[config.mk]
export PLATFORM = sky130hd
export DESIGN_NAME = gate_sweep_ctrl
export DESIGN_NICKNAME = d
export VERILOG_FILES = /design/src/rtl/gate_sweep_ctrl_pkg.sv /design/src/rtl/gate_sweep_ctrl_settle_timer.sv /design/src/rtl/gate_sweep_ctrl.sv
export SDC_FILE = /design/constraint.sdc
export NUM_CORES = 1
export LEC_CHECK = 0
export ABC_AREA = 1
export BUFFER_PORTS_ARGS = -buffer_cell sky130_fd_sc_hd__buf_2
export CAP_MARGIN = 0
export CORE_UTILIZATION = 36
export CTS_CLUSTER_DIAMETER = 30
export DETAILED_ROUTE_END_ITERATION = 8
export HOLD_SLACK_MARGIN = 0.03
export SLEW_MARGIN = 20
export SYNTH_ARGS = -nofsm -noshare
export SYNTH_HDL_FRONTEND = slang
export SYNTH_HIERARCHICAL = 1
export SYNTH_SLANG_ARGS = --single-unit
[constraint.sdc]
create_clock -name clk -period 1.4 [get_ports clk]
set_input_delay 0.35 -clock clk [delete_from_list [all_inputs] [get_ports clk]]
set_output_delay 0.35 -clock clk [all_outputs]
set_load 0.01 [all_outputs]
[src/rtl/gate_sweep_ctrl_pkg.sv]
// Shared state encoding and stock truth tables for the gate sweep controller.
// Purely declarative; no latency or flow-control implications.
package gate_sweep_defs;

  typedef enum logic [1:0] {
    S_IDLE   = 2'd0,
    S_SETTLE = 2'd1,
    S_SAMPLE = 2'd2,
    S_DONE   = 2'd3
  } sweepState_t;

  // Bit i is the expected gate output when stim == i, with stim = {A,B}.
  localparam logic [3:0] TT_NOR2  = 4'b0001;
  localparam logic [3:0] TT_NAND2 = 4'b0111;
  localparam logic [3:0] TT_OR2   = 4'b1110;
  localparam logic [3:0] TT_AND2  = 4'b1000;

endpackage

[src/rtl/gate_sweep_ctrl_settle_timer.sv]
// Loadable down-counter that flags when the settle interval has elapsed.
// Load takes effect next edge; zero is combinational from the count; no backpressure.
module settle_timer #(
  parameter int W = 1
) (
  input  logic         clk,
  input  logic         reset,
  input  logic         load,
  input  logic         en,
  input  logic [W-1:0] loadVal,
  output logic         zero
);

  logic [W-1:0] cnt;

  always_ff @(posedge clk or posedge reset) begin
    if (reset) begin
      cnt <= '0;
    end else if (load) begin
      cnt <= loadVal;
    end else if (en && (cnt != '0)) begin
      cnt <= cnt - 1'b1;
    end
  end

  assign zero = (cnt == '0);

endmodule

[src/rtl/gate_sweep_ctrl.sv]
// Walks a gate through every input combination, samples it after a settle delay and scores it.
// Latency 2**N_IN*(SETTLE_CYCLES+1)+1 cycles start-to-done; start ignored while busy, abort cancels.
module gate_sweep_ctrl
  import gate_sweep_defs::*;
#(
  parameter int                  N_IN          = 2,
  parameter int                  SETTLE_CYCLES = 1,
  parameter logic [2**N_IN-1:0]  EXPECTED      = TT_NOR2
) (
  input  logic              clk,
  input  logic              reset,
  input  logic              start,
  input  logic              abort,
  output logic [N_IN-1:0]   stim,
  input  logic              dut_out,
  output logic              busy,
  output logic              row_strobe,
  output logic [N_IN-1:0]   row_idx,
  output logic              row_ok,
  output logic [2**N_IN-1:0] fail_vec,
  output logic [N_IN:0]     err_count,
  output logic              done,
  output logic              pass
);

  localparam int CW = $clog2(SETTLE_CYCLES) + 1;
  localparam logic [CW-1:0] RELOAD = CW'(SETTLE_CYCLES - 1);

  if (SETTLE_CYCLES < 1) begin : gBadSettle
    $error("gate_sweep_ctrl: SETTLE_CYCLES must be at least 1");
  end
  if ((N_IN < 1) || (N_IN > 4)) begin : gBadWidth
    $error("gate_sweep_ctrl: N_IN must be in 1..4");
  end

  sweepState_t state, stateNxt;
  logic [N_IN-1:0]    idx, idxNxt, stimNxt, rowIdxNxt;
  logic [2**N_IN-1:0] failVecNxt;
  logic [N_IN:0]      errCountNxt;
  logic               rowStrobeNxt, rowOkNxt, doneNxt, passNxt;
  logic               sampleOk, tmrLoad, tmrEn, tmrZero;

  settle_timer #(.W(CW)) uTimer (
    .clk     (clk),
    .reset   (reset),
    .load    (tmrLoad),
    .en      (tmrEn),
    .loadVal (RELOAD),
    .zero    (tmrZero)
  );

  assign busy     = (state == S_SETTLE) || (state == S_SAMPLE);
  assign sampleOk = (dut_out == EXPECTED[idx]);

  always_comb begin
    stateNxt     = state;
    idxNxt       = idx;
    stimNxt      = stim;
    rowStrobeNxt = 1'b0;
    rowIdxNxt    = row_idx;
    rowOkNxt     = row_ok;
    failVecNxt   = fail_vec;
    errCountNxt  = err_count;
    doneNxt      = 1'b0;
    passNxt      = pass;
    tmrLoad      = 1'b0;
    tmrEn        = 1'b0;

    case (state)
      S_IDLE: begin
        // abort beats a simultaneous start
        if (start && !abort) begin
          stateNxt    = S_SETTLE;
          idxNxt      = '0;
          stimNxt     = '0;
          failVecNxt  = '0;
          errCountNxt = '0;
          passNxt     = 1'b0;
          tmrLoad     = 1'b1;
        end
      end
      S_SETTLE: begin
        if (abort) begin
          stateNxt = S_IDLE;
          stimNxt  = '0;
          passNxt  = 1'b0;
        end else if (tmrZero) begin
          stateNxt = S_SAMPLE;
        end else begin
          tmrEn = 1'b1;
        end
      end
      S_SAMPLE: begin
        if (abort) begin
          stateNxt = S_IDLE;
          stimNxt  = '0;
          passNxt  = 1'b0;
        end else begin
          rowStrobeNxt = 1'b1;
          rowIdxNxt    = idx;
          rowOkNxt     = sampleOk;
          if (!sampleOk) begin
            failVecNxt[idx] = 1'b1;
            errCountNxt     = err_count + 1'b1;
          end
          if (idx == '1) begin
            stateNxt = S_DONE;
            stimNxt  = '0;
          end else begin
            stateNxt = S_SETTLE;
            idxNxt   = idx + 1'b1;
            stimNxt  = idx + 1'b1;
            tmrLoad  = 1'b1;
          end
        end
      end
      S_DONE: begin
        stateNxt = S_IDLE;
        stimNxt  = '0;
        doneNxt  = 1'b1;
        passNxt  = (err_count == '0);
      end
      default: stateNxt = S_IDLE;
    endcase
  end

  always_ff @(posedge clk or posedge reset) begin
    if (reset) begin
      state      <= S_IDLE;
      idx        <= '0;
      stim       <= '0;
      row_strobe <= 1'b0;
      row_idx    <= '0;
      row_ok     <= 1'b0;
      fail_vec   <= '0;
      err_count  <= '0;
      done       <= 1'b0;
      pass       <= 1'b0;
    end else begin
      state      <= stateNxt;
      idx        <= idxNxt;
      stim       <= stimNxt;
      row_strobe <= rowStrobeNxt;
      row_idx    <= rowIdxNxt;
      row_ok     <= rowOkNxt;
      fail_vec   <= failVecNxt;
      err_count  <= errCountNxt;
      done       <= doneNxt;
      pass       <= passNxt;
    end
  end

endmodule

==> impl_metrics.yaml, run 1 <==
outcome:
  status: "complete, but fails checks"
  violations: "negative setup slack"
placement:
  io_buffer_count: 20
  place_congestion: 0.7715
  place_hpwl_um: 1887
  placed_area_mm2: 0.001436
timing:
  fin_crit_sh_pct: 105.9
  setup_viol: 4
  hold_viol: 0
  skew_ns: 0.005757
  setup_ws_ns: -0.08324
  rsz0062_at_grt: "true"
  period_minus_slack_ns: 1.483
  maxSlewViolCount: 0
  fmax_ghz: 0.6742
  timing.hold.ws_ns: 0.3880
grt:
  grt.total_usage_pct: 16.99
  antenna_found_initial: 0
  grt-ovfl-total: 0
  grt_max_degree: 20
  grt_pass1_wl_um: 4409
  grt_pass1_vias: 996
critical_path:
  path_cells: "inv_2 -> ha_4 -> buf_6"
  slowest_delay_ns: 0.43
  r2r_slack_ns: -0.01
  worst_r2r_path_depth: 7
  cp_slowest_cell: "dfrtp_2"
  crit_required_ns: 1.05
  crit_fanout: 2
  crit_cells: 3
  cp_top_family: "flip-flops"
  cp_num_buf_inv: 2
  cp.arrival_ns: 1.13
  worstSetupEndpointType: "primary output"
  startpoint_type: "flip-flop"
  crit_type: "flip-flop to primary output"
finish:
  diodes: 0
  stdcell_area_mm2: 0.001667
  area_growth_pct: 41.40
  nets: 208
  drive_gt1_share_pct: 38.42
detailed_routing:
  routed_wl_um: 2726
  drt_pre_antenna_iters: 4
  drc_errors: 0
  ant_nets: 0
  viasPerCell: 4.436
  vias: 1038
  wl_per_cell_um: 11.65
  initialDrtViolationCount: 12
synth:
  netlist_area_mm2: 0.001179
  synth_common_cells: "nand2_1 (44), dfrtp_1 (20), inv_1 (19)"
  syn-num-nets: 165
  yosysUniqueCellTypes: 20
  yosysMostFrequentCell: "nand2_1"
  synth_flop_cell: "dfrtp_1"
  postSynthCellCount: 148
  synth_warnings: 6
  yosysTopAreaCell: "dfrtp_1"
  ys_ff_latch: 20
  synth-edff-count: 0
  yosysSeqAreaShare_pct: 42.46
  ys_async_sr_fraction_pct: 100.0
  synth.top_cell.area_share_pct: 42.46
  netlist_top_cells_area: "dfrtp_1 (42%), nand2_1 (14%), ha_1 (13%)"
  syn_area_per_cell_um2: 7.964
floorplan:
  rows: 20
  ios: 21
  die-height_um: 59.22
  floorplan.die_area_mm2: 0.003507
  initial_core_util_pct: 38.29
  die_x_um: 59.22
  core_area_mm2: 0.003078
clock_tree:
  cts_root_buf: "clkbuf_4"
  cts_tree: "done"
  cts_sinks: 20
  clockBufferDepth: 2
  htree_levels: 1
  path_clk_slew_ns: 0.13
  cts_made_buffers: 3
  worstSkewPairLatency_ns: 0.32
pwr:
  total_power_w: 0.003209
  ir_worst_vdd_v: 0.001196
  powerDensity_mw_per_mm2: 1925
  p_leak_nw: 0.8745
worst_hold_path:
  min_path_cells: 4
  hold_path_class: "input pin to flip-flop"
flow_run:
  maxCapViolCount: 0
## state kept, by name (all words and copies together), names as in the netlist
signal,flops
fail_vec,4
err_count,3
idx,2
row_idx,2
state,2
stim,2
done,1
pass,1
row_ok,1
row_strobe,1
uTimer/cnt,1
## routing by layer
metal / part of all wire (%) / global-route usage [%] / up-vias
li1: - / - / 541
met1: 47 / 21.98 / 476
met2: 49 / 27.93 / 17
met3: 2.5 / 2.183 / 4
met4: 1.8 / 8.163 / 0
met5: 0 / 0 / -
## area by class of cell
type | instances | area (um2)
multi-input combinational | 105 | 726.9
inverter | 24 | 90.09
timing repair buffer | 37 | 240.2
clock buffer | 3 | 22.52
sequential | 20 | 501.7
fill | 294 | 1411
clock inverter | 1 | 30.03
tap | 44 | 55.05
## cell usage in the layout (no fill, tap or decap), types with 3 or more instances in the layout
cell type	count
inv_1	15
nand2_1	41
buf_2	19
o21ai_1	7
ha_4	3
ha_1	7
nor2_1	12
inv_2	7
nand2_2	4
nand3_1	11
buf_4	15
nor2_4	5
dfrtp_1	19
clkbuf_4	3
## worst min-delay path: cells and delay by family
kind / cells / cell delay (ns)
buf+inv: 1 / 0.11
simple gates: 3 / 0.22
## cells by family after synthesis
| kind of cell | Yosys count | synth area share (%) |
|---|---|---|
| AND/OR/NAND/NOR | 80 | 31.21 |
| buffers and inverters | 24 | 7.644 |
| AO/OA/AOI/OAI | 11 | 5.626 |
| other | 1 | 0.3182 |
| flip-flops | 20 | 42.46 |
| adder cells (fa/ha/maj) | 12 | 12.74 |
## through the flow
| step | util [%] | setup slack (ns) | instances | TNS [ns] |
|---|---|---|---|---|
| 5_1_grt | 54.15 | -0.1243 | 234 | -0.8743 |
| 2_1_floorplan | - | 0.02332 | 148 | 0 |
| 6_report | 54.15 | -0.08324 | 234 | -0.1083 |
| 3_5_place_dp | 46.67 | -0.05758 | 224 | -0.3828 |
| 4_1_cts | 50.73 | -0.08842 | 232 | -0.08842 |
| 3_3_place_gp | 46.67 | -0.01240 | 224 | -0.06092 |
## repair_timing
action / 4_1_cts / 5_1_grt
hold endpoints to repair: 1 / 0
hold buffers: 1 / 0
buffers inserted: 3 / 1
gates resized for setup: 8 / 21
endpoints found under the setup margin: 11 / 18
pin swaps: 2 / 7
gates cloned: 0 / 1
## worst paths after layout
| check | start | end |
|---|---|---|
| setup / recovery | state[1]$_DFFE_PP0P_ | busy |
| hold / removal | dut_out | row_ok$_DFFE_PP0P_ |
| setup reg to reg | state[1]$_DFFE_PP0P_ | fail_vec[2]$_DFFE_PP0P_ |
| hold reg to reg | row_ok$_DFFE_PP0P_ | row_ok$_DFFE_PP0P_ |
| max in group asynchronous | reset | state[1]$_DFFE_PP0P_ |
| min in group asynchronous | reset | uTimer/cnt$_DFFE_PP0P_ |
## where the power goes
part | leakage, nW | total [W] | switching (W) | internal [W]
Combinational | 0.577 | 0.00190 | 0.00108 | 0.000822
Clock | 0.0279 | 0.000490 | 0.000201 | 0.000290
Sequential | 0.270 | 0.000815 | 0.0000918 | 0.000723
Total | 0.875 | 0.00321 | 0.00137 | 0.00184
(Power assumes the default switching activity.)
==> run 2: changes to the inputs <==
--- a/config.mk
+++ b/config.mk
@@ -9,3 +9,4 @@
 export BUFFER_PORTS_ARGS = -buffer_cell sky130_fd_sc_hd__buf_2
-export CAP_MARGIN = 0
+export CAP_MARGIN = 15
+export CORE_MARGIN = 2
 export CORE_UTILIZATION = 36
==> constraint.sdc (replaced) <==
create_clock -name clk -period 1.4 [get_ports clk]
set_input_delay 0.21 -clock clk [delete_from_list [all_inputs] [get_ports clk]]
set_output_delay 0.21 -clock clk [all_outputs]
set_load 0.01 [all_outputs]
==> run 2 against run 1 <==
- the run now ends clean
- critical path depth did not move
- sequential share of layout area is 0.27 points higher
- register-to-register slack better by 0.05 ns
- via count up 1.2%
- cell area down 0.90%
- total power down 5.8%
- clock-buffer cell count grew 1
- die area increased by 6.9%
- wire length fell by 3.3%
- worst hold slack worse by 0.16 ns
- flip-flop and latch count is the same
- critical endpoint unchanged
- largest power group unchanged
==> impl_metrics.yaml, run 2 (synthesized netlist as in run 1, its figures left out) <==
grt:
  antenna_found_initial: 0
  grt-ovfl-total: 0
  grt_pass1_wl_um: 4429
  grt.total_usage_pct: 16.16
  grt_max_degree: 20
  grt_pass1_vias: 976
detailed_routing:
  top_layer: "met4"
  met1_length_um: 1155
  vias: 1050
  routed_wl_um: 2637
  drc_errors: 0
  met3_length_um: 118
  ant_nets: 0
  wl_per_cell_um: 11.17
  met2_length_um: 1340
  viasPerCell: 4.449
  drt_pre_antenna_iters: 4
  initialDrtViolationCount: 17
worst_hold_path:
  hold_end: "row_ok$_DFFE_PP0P_"
  worstHoldStart: "dut_out"
  hold_path_class: "input pin to flip-flop"
  min_path_cells: 4
outcome:
  status: "complete, no violations"
placement:
  place_congestion: 0.7773
  place_hpwl_um: 1876
  io_buffer_count: 20
finish:
  final_cell_mix: "nand2_1 (38), dfrtp_1 (19), buf_2 (19)"
  top_regs: "fail_vec: 4 flops, err_count: 3 flops"
  max_flop_register: "fail_vec"
  nFillCells: 293
  drive_gt1_share_pct: 39.06
  nets: 210
  area_growth_pct: 40.13
  diodes: 0
  layout.cells.most_common: "nand2_1"
  largest_reg_flops: 4
floorplan:
  core_area_mm2: 0.003078
  die-height_um: 61.22
  die_x_um: 61.22
  ios: 21
  floorplan.die_area_mm2: 0.003748
  initial_core_util_pct: 38.29
  rows: 20
critical_path:
  r2r_slack_ns: 0.04
  crit_required_ns: 1.19
  cp.arrival_ns: 1.17
  timing.rr.start: "state[1]$_DFFE_PP0P_"
  r2r-end: "err_count[2]$_DFFE_PP0P_"
  crit_type: "flip-flop to primary output"
  worst_r2r_path_depth: 7
  worstSetupEndpointType: "primary output"
  crit_fanout: 3
  startpoint_type: "flip-flop"
clock_tree:
  cts_root_buf: "clkbuf_4"
  cts_sinks: 20
  clockBufferDepth: 2
  cts_tree: "done"
  cts_made_buffers: 3
  worstSkewPairLatency_ns: 0.31
  htree_levels: 1
  path_clk_slew_ns: 0.11
pwr:
  p_int_w: 0.001707
  total_power_w: 0.003023
  ir_worst_vdd_v: 0.001000
  p_leak_nw: 0.8966
  p_clk_share_pct: 11.3
  p_sw_share_pct: 43.52
  powerDensity_mw_per_mm2: 1830
  pwr-share-seq_pct: 27.4
  p_sw_w: 0.001315
  p_comb_share_pct: 61.3
timing:
  fin_crit_sh_pct: 98.59
  hold_viol: 0
  period_minus_slack_ns: 1.380
  rsz0062_at_grt: "true"
  setup_viol: 0
  maxSlewViolCount: 0
  skew_ns: 0.004926
  setup_tns_ns: 0
  fmax_ghz: 0.7245
flow_run:
  maxCapViolCount: 0
-- run 2: repair_timing --
action                                 4_1_cts  5_1_grt
resized for setup                            6       23
pin swaps                                    1        8
endpoints found under the hold margin       20        0
buffers inserted                             4        3
setup endpoints to repair                   11       16
hold buffers                                 1        0
-- run 2: critical path: stages (launching register included) --
cell	delay (ns)
dfrtp_2	0.45
inv_2	0.09
ha_4	0.21
buf_6	0.12
-- run 2: area by class of cell --
type,count,area [um2],share of cell area [%]
Multi-Input combinational cell,104,695.7,42.12
Clock buffer,4,36.28,2.197
Tap cell,44,55.05,3.333
Sequential cell,20,501.7,30.38
Timing Repair Buffer,40,270.3,16.36
Inverter,24,92.59,5.606
-- run 2: worst max-delay path by stage --
stage	startpoint	end	slack [ns]	cells after the start
after floorplan	state[0]$_DFFE_PP0P_	err_count[0]$_DFFE_PP0P_	0.02	7
after global placement	state[1]$_DFFE_PP0P_	err_count[0]$_DFFE_PP0P_	-0.02	7
after detailed placement	state[0]$_DFFE_PP0P_	fail_vec[2]$_DFFE_PP0P_	-0.05	7
after CTS	state[0]$_DFFE_PP0P_	busy	0.004	3
after global routing	state[0]$_DFFE_PP0P_	busy	-0.03	3
final	state[1]$_DFFE_PP0P_	busy	0.02	3
-- run 2: per-layer routing --
layer | global-route usage [%] | up-vias
met2 | 27.51 | 17
met3 | 5.042 | 4
li1 | - | 542
met4 | 3.727 | 0
met1 | 20.03 | 487
met5 | 0 | -
-- run 2: metrics by stage --
step                cell area, um2  hold slack, ns  setup slack [ns]  util [%]  cells
finish                        1652          0.2288           0.01979     53.66    236
global route                  1652          0.2331          -0.02695     53.66    236
CTS                           1545          0.2538          0.004491     50.20    233
detailed placement            1436         0.05622          -0.05364     46.67    224
global placement              1436         0.05283          -0.01873     46.67    224
floorplan                     1191        -0.06129           0.02332         -    148
-- run 2: power groups by stage --
stage               registers (W)  logic, W  clock network, W
global route             0.000845   0.00205          0.000387
finish                   0.000828   0.00185          0.000342
global placement         0.000832   0.00140                 0
CTS                      0.000820   0.00166          0.000356
detailed placement       0.000843   0.00143                 0
floorplan                0.000880  0.000917                 0
==> run 3: changes to the inputs <==
- ABC_AREA: 1 -> 0
==> run 3 against run 2 <==
- cell area fell by 5.7%
- the run now ends with negative setup slack left
- non-clock buffer count rose by 1
- global-route usage fell by 1.1 points
- largest cell class unchanged
- clock power fell by 20%
==> impl_metrics.yaml, run 3 <==
floorplan:
  core_area_mm2: 0.003003
  floorplan.die_area_mm2: 0.003554
  rows: 20
  die_x_um: 59.62
  ios: 21
  initial_core_util_pct: 37.08
  die-height_um: 59.62
detailed_routing:
  viasPerCell: 5.038
  vias: 937
  drc_errors: 0
  routed_wl_um: 2413
  drt_pre_antenna_iters: 4
  wl_per_cell_um: 12.97
  ant_nets: 0
  initialDrtViolationCount: 16
flow_run:
  maxCapViolCount: 0
finish:
  max_flop_register: "fail_vec"
  diodes: 0
  layout.cells.most_common: "buf_4"
  final_cell_mix: "buf_4 (20), dfrtp_1 (19), buf_2 (19)"
  area_growth_pct: 39.89
  drive_gt1_share_pct: 50.98
  stdcell_area_mm2: 0.001558
  largest_reg_flops: 4
  top_regs: "fail_vec: 4 flops, err_count: 3 flops"
  nets: 172
worst_hold_path:
  hold_path_class: "input pin to async pin"
synth:
  postSynthCellCount: 110
  syn_area_per_cell_um2: 10.12
  syn-num-nets: 127
  yosysSeqAreaShare_pct: 44.94
  ys_ff_latch: 20
  yosysMostFrequentCell: "dfrtp_1"
  netlist_top_cells_area: "dfrtp_1 (45%), ha_1 (13%), inv_1 (4.7%)"
  synth_common_cells: "dfrtp_1 (20), inv_1 (14), nand2_1 (13)"
  yosysTopAreaCell: "dfrtp_1"
  ys_async_sr_fraction_pct: 100.0
  synth_flop_cell: "dfrtp_1"
  synth.top_cell.area_share_pct: 44.94
  yosysUniqueCellTypes: 31
  netlist_area_mm2: 0.001114
  synth-edff-count: 0
  synth_warnings: 6
timing:
  fin_crit_sh_pct: 102.1
  setup_viol: 5
  setup_ws_ns: -0.02956
  fmax_ghz: 0.6995
  period_minus_slack_ns: 1.430
  maxSlewViolCount: 0
  rsz0062_at_grt: "true"
  skew_ns: 0.001657
  hold_viol: 0
clock_tree:
  cts_sinks: 20
  cts_tree: "done"
  path_clk_slew_ns: 0.11
  cts_root_buf: "clkbuf_4"
  worstSkewPairLatency_ns: 0.30
  htree_levels: 1
  cts_made_buffers: 3
  clockBufferDepth: 2
grt:
  grt_pass1_vias: 923
  grt_max_degree: 20
  grt.total_usage_pct: 15.03
  grt-ovfl-total: 0
  grt_pass1_wl_um: 4022
  antenna_found_initial: 0
placement:
  io_buffer_count: 20
  place_congestion: 0.8126
  place_hpwl_um: 1793
  placed_area_mm2: 0.001416
  pre_cts_ws_ns: -0.09051
pwr:
  ir_worst_vdd_v: 0.001144
  powerDensity_mw_per_mm2: 1862
  p_leak_nw: 0.7766
critical_path:
  path_cells: "ha_4 -> nor2b_4 -> a22o_4 -> a31oi_1 -> o22ai_1"
  startpoint_type: "flip-flop"
  crit_type: "flip-flop to flip-flop"
  worstSetupEndpointType: "flip-flop"
  cp_slowest_cell: "dfrtp_2"
  cp_top_family: "compound AO/OA/AOI/OAI gates"
  cp_num_buf_inv: 0
  slowest_delay_ns: 0.49
  cp.arrival_ns: 1.62
  crit_required_ns: 1.59
  crit_fanout: 8
outcome:
  status: "complete, but fails checks"
  violations: "negative setup slack"
==> run 3: cell types whose count changed after synthesis, sizes merged, moves of 2 or more <==
cell | previous run | this run
nand2 | 47 | 13
nand3 | 15 | 2
nor2 | 17 | 8
inv | 22 | 15
a31oi | 0 | 5
a22o | 0 | 3
a211oi | 0 | 2
a21oi | 1 | 3
a32o | 0 | 2
clkinv | 2 | 0
nand2b | 0 | 2
nor2b | 0 | 2
o31ai | 0 | 2
==> run 3: path summary, 6_finish.rpt <==
path                                      start                       end  slack, ns  cells past startpoint
min                                       reset    uTimer/cnt$_DFFE_PP0P_       0.28                      3
max reg2reg                state[1]$_DFFE_PP0P_  err_count[1]$_DFFE_PP0P_      -0.03                      5
max in group asynchronous                 reset      state[1]$_DFFE_PP0P_       0.70                      4
min in group clk                        dut_out   fail_vec[0]$_DFFE_PP0P_       0.29                      4
max                        state[1]$_DFFE_PP0P_  err_count[1]$_DFFE_PP0P_      -0.03                      5
min reg2reg                  row_ok$_DFFE_PP0P_        row_ok$_DFFE_PP0P_       0.48                      2
==> run 3: per-layer routing <==
layer,routed length [um],part of all wire [%],GRT usage [%]
met3,63,2.6,2.838
met5,0,0,0
met1,1124,47,18.89
met2,1203,50,25.90
met4,22,0.91,4.762
==> run 3: power by group <==
| part | internal, W | leakage [nW] | switching, W |
|---|---|---|---|
| clock | 0.000100 | 0.0138 | 0.000173 |
| combinational | 0.000875 | 0.493 | 0.000886 |
| sequential | 0.000737 | 0.270 | 0.000130 |
| total | 0.00171 | 0.777 | 0.00119 |
==> run 3: what timing repair did <==
item,CTS,global route
gates resized for setup,14,10
hold endpoints to repair,20,0
setup endpoints to repair,16,16
setup buffers,3,1
hold buffers,1,0
pin swaps,6,9
==> run 3: final cells by class <==
cell class              count  area [um2]
flip-flops and latches     20       501.7
multi-input cells          74       664.4
clock buffers               3       22.52
fillers                   286        1445
inverters                  15       61.31
repair buffers             41       266.5
well taps                  33       41.29
==> run 3: cells by family (layout without fill, tap and decap cells) <==
logic type,after synthesis,in the layout,synth area share [%]
AOI/OAI and AO/OA,29,29,19.21
xor gates and xnor gates,1,1,1.461
adders and majority gates,12,12,13.48
muxes,1,1,1.011
buffers and inverters,16,59,5.730
other,1,1,0.3368
and+or+nand+nor,30,30,13.82
DFF,20,20,44.94
==> run 3: worst min-delay path, delay by kind of cell <==
| kind | cells | cell delay [ns] |
|---|---|---|
| buffers and inverters | 3 | 0.70 |
==> run 3: per-stage QoR <==
stage                     power [W]  instances  util, %  setup TNS [ns]  hold slack [ns]
after floorplan            0.001784        110        -               0         -0.06129
after global placement     0.002317        178    47.17         -0.1445          0.05251
after detailed placement   0.002353        178    47.17         -0.3977          0.05428
after CTS                  0.002848        185    50.92        -0.09590           0.2710
after global routing       0.003135        186    51.88         -0.7214           0.2964
final                      0.002901        186    51.88        -0.06225           0.2800
